[src/rtl/pc_loop_watchdog.sv]
// pc_loop_watchdog: flags PC spin loops of period 1..MAX_PERIOD and a MONITOR cycle budget.
module pc_loop_watchdog #(
  parameter int PC_WIDTH   = 32,
  parameter int DEPTH      = 10,
  parameter int MAX_PERIOD = 4,
  parameter int MAX_CYCLES = 100
) (
  input  logic                              clk,
  input  logic                              rst,
  input  logic                              enable,
  input  logic                              clear,
  input  logic                              fetch_valid,
  input  logic [PC_WIDTH-1:0]               pc,
  output logic                              loop_detected,
  output logic [$clog2(MAX_PERIOD+1)-1:0]   loop_period,
  output logic [PC_WIDTH-1:0]               loop_pc,
  output logic                              timeout,
  output logic                              halt_req,
  output logic [31:0]                       fetch_count
);
  localparam int PW = $clog2(MAX_PERIOD+1);
  localparam int RW = $clog2((DEPTH-1)*MAX_PERIOD+1);
  localparam int CW = MAX_CYCLES > 0 ? $clog2(MAX_CYCLES+1) : 1;
  typedef enum logic [1:0] {IDLE, MONITOR, LOOP, TIMEOUT} state_t;
  state_t              state_q, state_d;
  logic [PC_WIDTH-1:0] hist_q [1:MAX_PERIOD];
  logic [PC_WIDTH-1:0] hist_d [1:MAX_PERIOD];
  logic [RW-1:0]       run_q  [1:MAX_PERIOD];
  logic [RW-1:0]       run_d  [1:MAX_PERIOD];
  logic [RW-1:0]       run_n  [1:MAX_PERIOD];
  logic [PW-1:0]       vdepth_q, vdepth_d, per_q, per_d, hit_p;
  logic [CW-1:0]       cyc_q, cyc_d;
  logic [31:0]         fcnt_q, fcnt_d;
  logic [PC_WIDTH-1:0] lpc_q, lpc_d;
  logic                det_q, det_d, to_q, to_d, hit, wipe;
  // Dropping enable while monitoring wipes progress exactly like clear.
  assign wipe = clear | (state_q == MONITOR & ~enable);
  always_comb begin
    hit = 1'b0;
    hit_p = '0;
    for (int p = MAX_PERIOD; p >= 1; p--) begin
      run_n[p] = (vdepth_q >= PW'(p) && pc == hist_q[p]) ? (run_q[p] == '1 ? run_q[p] : run_q[p] + RW'(1)) : '0;
      if (run_n[p] == RW'((DEPTH-1)*p)) begin
        hit = 1'b1;
        hit_p = PW'(p);
      end
    end
  end
  always_comb begin
    state_d = state_q;
    hist_d = hist_q;
    run_d = run_q;
    vdepth_d = vdepth_q;
    cyc_d = cyc_q;
    fcnt_d = fcnt_q;
    det_d = det_q;
    per_d = per_q;
    lpc_d = lpc_q;
    to_d = to_q;
    if (state_q == IDLE && enable) state_d = MONITOR;
    if (state_q == MONITOR) begin
      cyc_d = cyc_q == CW'(MAX_CYCLES) ? cyc_q : cyc_q + CW'(1);
      if (fetch_valid) begin
        hist_d[1] = pc;
        for (int k = 2; k <= MAX_PERIOD; k++) hist_d[k] = hist_q[k-1];
        run_d = run_n;
        vdepth_d = vdepth_q == PW'(MAX_PERIOD) ? vdepth_q : vdepth_q + PW'(1);
        fcnt_d = fcnt_q == '1 ? fcnt_q : fcnt_q + 32'd1;
      end
      if (fetch_valid && hit) begin
        state_d = LOOP;
        det_d = 1'b1;
        per_d = hit_p;
        lpc_d = pc;
      end else if (MAX_CYCLES != 0 && cyc_q == CW'(MAX_CYCLES)) begin
        state_d = TIMEOUT;
        to_d = 1'b1;
      end
    end
  end
  always_ff @(posedge clk) begin
    if (rst || wipe) begin
      state_q <= IDLE;
      for (int k = 1; k <= MAX_PERIOD; k++) begin
        hist_q[k] <= '0;
        run_q[k] <= '0;
      end
      vdepth_q <= '0;
      cyc_q <= '0;
      fcnt_q <= '0;
      det_q <= 1'b0;
      per_q <= '0;
      lpc_q <= '0;
      to_q <= 1'b0;
    end else begin
      state_q <= state_d;
      hist_q <= hist_d;
      run_q <= run_d;
      vdepth_q <= vdepth_d;
      cyc_q <= cyc_d;
      fcnt_q <= fcnt_d;
      det_q <= det_d;
      per_q <= per_d;
      lpc_q <= lpc_d;
      to_q <= to_d;
    end
  end
  assign loop_detected = det_q;
  assign loop_period = per_q;
  assign loop_pc = lpc_q;
  assign timeout = to_q;
  assign halt_req = det_q | to_q;
  assign fetch_count = fcnt_q;
endmodule
[config.mk]
export PLATFORM = sky130hd
export DESIGN_NAME = pc_loop_watchdog
export DESIGN_NICKNAME = d
export VERILOG_FILES = /design/src/rtl/pc_loop_watchdog.sv
export SDC_FILE = /design/constraint.sdc
export NUM_CORES = 1
export LEC_CHECK = 0
export ABC_AREA = 1
export CORE_MARGIN = 2
export CORE_UTILIZATION = 63
export CTS_CLUSTER_DIAMETER = 50
export DETAILED_ROUTE_END_ITERATION = 12
export PLACE_DENSITY = 0.89
export SLEW_MARGIN = 20
export SYNTH_ARGS = -nofsm -noshare
export SYNTH_HDL_FRONTEND = slang
export SYNTH_SLANG_ARGS = --single-unit
[constraint.sdc]
create_clock -name clk -period 5.9 [get_ports clk]
set_input_delay 1.18 -clock clk [delete_from_list [all_inputs] [get_ports clk]]
set_output_delay 1.18 -clock clk [all_outputs]
set_load 0.05 [all_outputs]
==> impl_metrics.ini <==
[critical_path]
cp_common_cell = nor2_1
ff2ff_setup_slack_ns = 2.67
critPathLaunchType = input pin
cp_cell_sequence = clkdlybuf4s50_1 > inv_2 > o21ai_0 > nor2_1 > nand2_1 > nor2_1 > nand3_1 > nor2_4 > nand4_2 > nand2_2 > inv_2 > nand2_2 > nand2_2 > inv_4 > nor2_1 > nor2_1
arrival_ns = 4.76
crit_required_ns = 6.37
cp_slowest_stage_delay_ns = 0.70
crit_path_end_kind = flip-flop
cp_max_fo = 47
criticalPathCategory = in -> reg
crit_path_top_delay_cell = clkdlybuf4s50_1

[drt]
totalWireLength_um = 35100
vias_per_cell = 5.86
first_pass_iters = 7
post-route-drc-count = 0
vias = 12000
postRouteAntennaNets = 0
wire_per_inst_um = 17.2
drt_iter0_markers = 1342

[die]
start_util_pct = 64.8
core_area_um2 = 18100
die_area_um2 = 19700
dieWidth_um = 140
io_pins = 107
die_height_um = 140
rows = 49

[yosys]
ys_ff_latch = 233
synth.most_common_cell = nand2_1
ys.flop_type = dfxtp_1
async_flop_share_pct = 0
synth_edf_count = 0
yosys-top-cells-count = nand2_1 (382), dfxtp_1 (233), inv_1 (178)
netlist-cell-type-count = 39
synth_nets = 1780
syn_area_um2 = 11700
post-synth-top-area-cell = dfxtp_1
synth.yosys.seq_area_share_pct = 39.8
synth_area_leaders = dfxtp_1 (40%), nand2_1 (12%), o21ai_0 (7.4%), a21oi_1 (7.3%), inv_1 (5.7%)
yosysTopAreaCellShare_pct = 39.8
yosys_warnings = 0
synth_cells = 1732
syn_avg_cell_area_um2 = 6.77

[global_routing]
grt_pass1_vias = 11100
overflow = 0
grt_pass1_wl_um = 56300
antenna_found_initial = 0
grt_start_max_net_pins = 123
grt_usage_pct = 35.2

[final_layout]
antenna_cells = 0
utilization_pct = 76.0
final_nets = 1838
drive_gt1_share_pct = 6.52
final_area_um2 = 13700
syn2layout_area_growth_pct = 17.3

[sta]
hold_viol_final = 0
period_needed_ns = 4.28
slew_headroom_pct = 31.3
final.setup.tns_ns = 0
rsz0062_at_grt = no
setup_viol = 0
drv_slew = 0
worst_slew_pin_slew_ns = 1.03
clock_skew_ns = 0.0199
post-route-period-util_pct = 72.6
clock.fmax_ghz = 0.234
setup_ws_ns = 1.62

[clock_network]
clk_root_buffer_cell = clkbuf_16
clkSinkCount = 233
clkLatencyLatePin_ns = 0.54
postCtsSetupRepairBufs = 0
clock_path_buffers = 3
cts_tree = built
clk_pin_slew_ns = 0.06
cts_resized = 0
cts_buffers = 26
hold_buffers = 0
cts_max_level = 1

[hold_path]
hold_class = reg -> reg

[placed_design]
gp_congestion = 1.09
dpl_cell_area_um2 = 12800
place_ws_ns = 1.23
dp_hpwl_um = 24700
portBuffers = 106

[power]
p_leak_nw = 5.24
p_total_mw = 3.70
peakVddDrop_mv = 0.215
p_per_area_nw_per_um2 = 269

[run_status]
outcome = finished, final reports clean

[run]
drv_cap = 0
## logic make-up after synthesis
logic type	synth area share, %
adders and majority gates	1.17
DFF	39.8
buffers and inverters	9.65
xor gates and xnor gates	3.51
AOI/OAI and AO/OA	18.1
and+or+nand+nor	27.8
## worst max-delay path: cells and delay by family
family	cells	cell delay [ns]
compound gates	1	0.09
buf+inv	4	1.40
simple gates	11	2.08
## metal layers
metal | global-route usage [%] | share of wire, % | up-vias | routed length (um)
met5 | 0 | 0 | - | 0
met4 | 16.7 | 5.7 | 0 | 2000
met3 | 4.79 | 8.5 | 135 | 2980
met2 | 57.9 | 45 | 623 | 15900
met1 | 46.0 | 41 | 5433 | 14200
li1 | - | - | 5763 | -
## cell type report
type                       instances  area, um^2
timing repair buffer             110        1100
sequential                       233        4660
clock buffer                      33         748
fill                            1399        4340
tap                              229         287
multi-input combinational       1217        5940
clock inverter                    15         243
inverter                         202         768
## placed cells by master, fill, tap and decap left out, types with 2 or more instances in the layout
| cell type | synthesis | final |
|---|---|---|
| nand3b_1 | 7 | 7 |
| and3_1 | 2 | 2 |
| nand2_2 | 4 | 6 |
| nand3_1 | 77 | 77 |
| clkbuf_8 | 0 | 5 |
| inv_2 | 23 | 23 |
| nor3_1 | 30 | 30 |
| ha_1 | 11 | 11 |
| o21ai_0 | 174 | 174 |
| nand2_1 | 382 | 380 |
| buf_4 | 5 | 3 |
| o21a_1 | 3 | 3 |
| a211oi_1 | 30 | 30 |
| nor2_4 | 2 | 2 |
| xor2_1 | 23 | 23 |
| nor2_2 | 21 | 21 |
| o22ai_1 | 3 | 3 |
| bufinv_16 | 0 | 6 |
| inv_1 | 178 | 176 |
| xnor2_1 | 24 | 24 |
| nand4_1 | 33 | 33 |
| nor3b_1 | 8 | 8 |
| a21oi_1 | 172 | 172 |
| or2_2 | 7 | 7 |
| nor4_1 | 8 | 8 |
| dfxtp_1 | 233 | 233 |
| nand4_2 | 2 | 2 |
| o21ai_1 | 18 | 18 |
| clkinv_4 | 0 | 2 |
| nor2_1 | 169 | 169 |
| clkbuf_16 | 0 | 27 |
| clkdlybuf4s50_1 | 0 | 106 |
| inv_6 | 0 | 3 |
| inv_4 | 1 | 2 |
| nor3_2 | 3 | 3 |
| clkinv_2 | 0 | 4 |
## sequential cells by signal (all words and copies together), names as in the netlist
name	cells
fetch_count	32
timeout	1
run_q	24
loop_pc	32
vdepth_q	3
cyc_q	7
loop_period	3
hist_q	128
loop_detected	1
state_q	2
## metrics by stage
step           instances  hold slack (ns)
2_1_floorplan       1732            0.446
3_3_place_gp        1991            0.454
3_5_place_dp        1991            0.459
4_1_cts             2039            0.467
5_1_grt             2039            0.480
6_report            2039            0.464
## power by group
| group | switching (mW) | leakage (nW) | internal [mW] | total, mW |
|---|---|---|---|---|
| clock network | 0.681 | 0.488 | 1.16 | 1.84 |
| logic | 0.182 | 2.87 | 0.0781 | 0.261 |
| registers | 0.0120 | 1.88 | 1.59 | 1.60 |
## final timing paths
kind                          startpoint                     endpoint  cells past startpoint
max                                pc[5]      loop_pc[1]$_SDFFE_PP0P_                     16
min          loop_period[2]$_SDFFE_PP0P_  loop_period[2]$_SDFFE_PP0P_                      2
max reg2reg     vdepth_q[0]$_SDFFE_PP0P_      loop_pc[1]$_SDFFE_PP0P_                     16
min reg2reg  loop_period[2]$_SDFFE_PP0P_  loop_period[2]$_SDFFE_PP0P_                      2
Power figures use the tool's default switching activity.
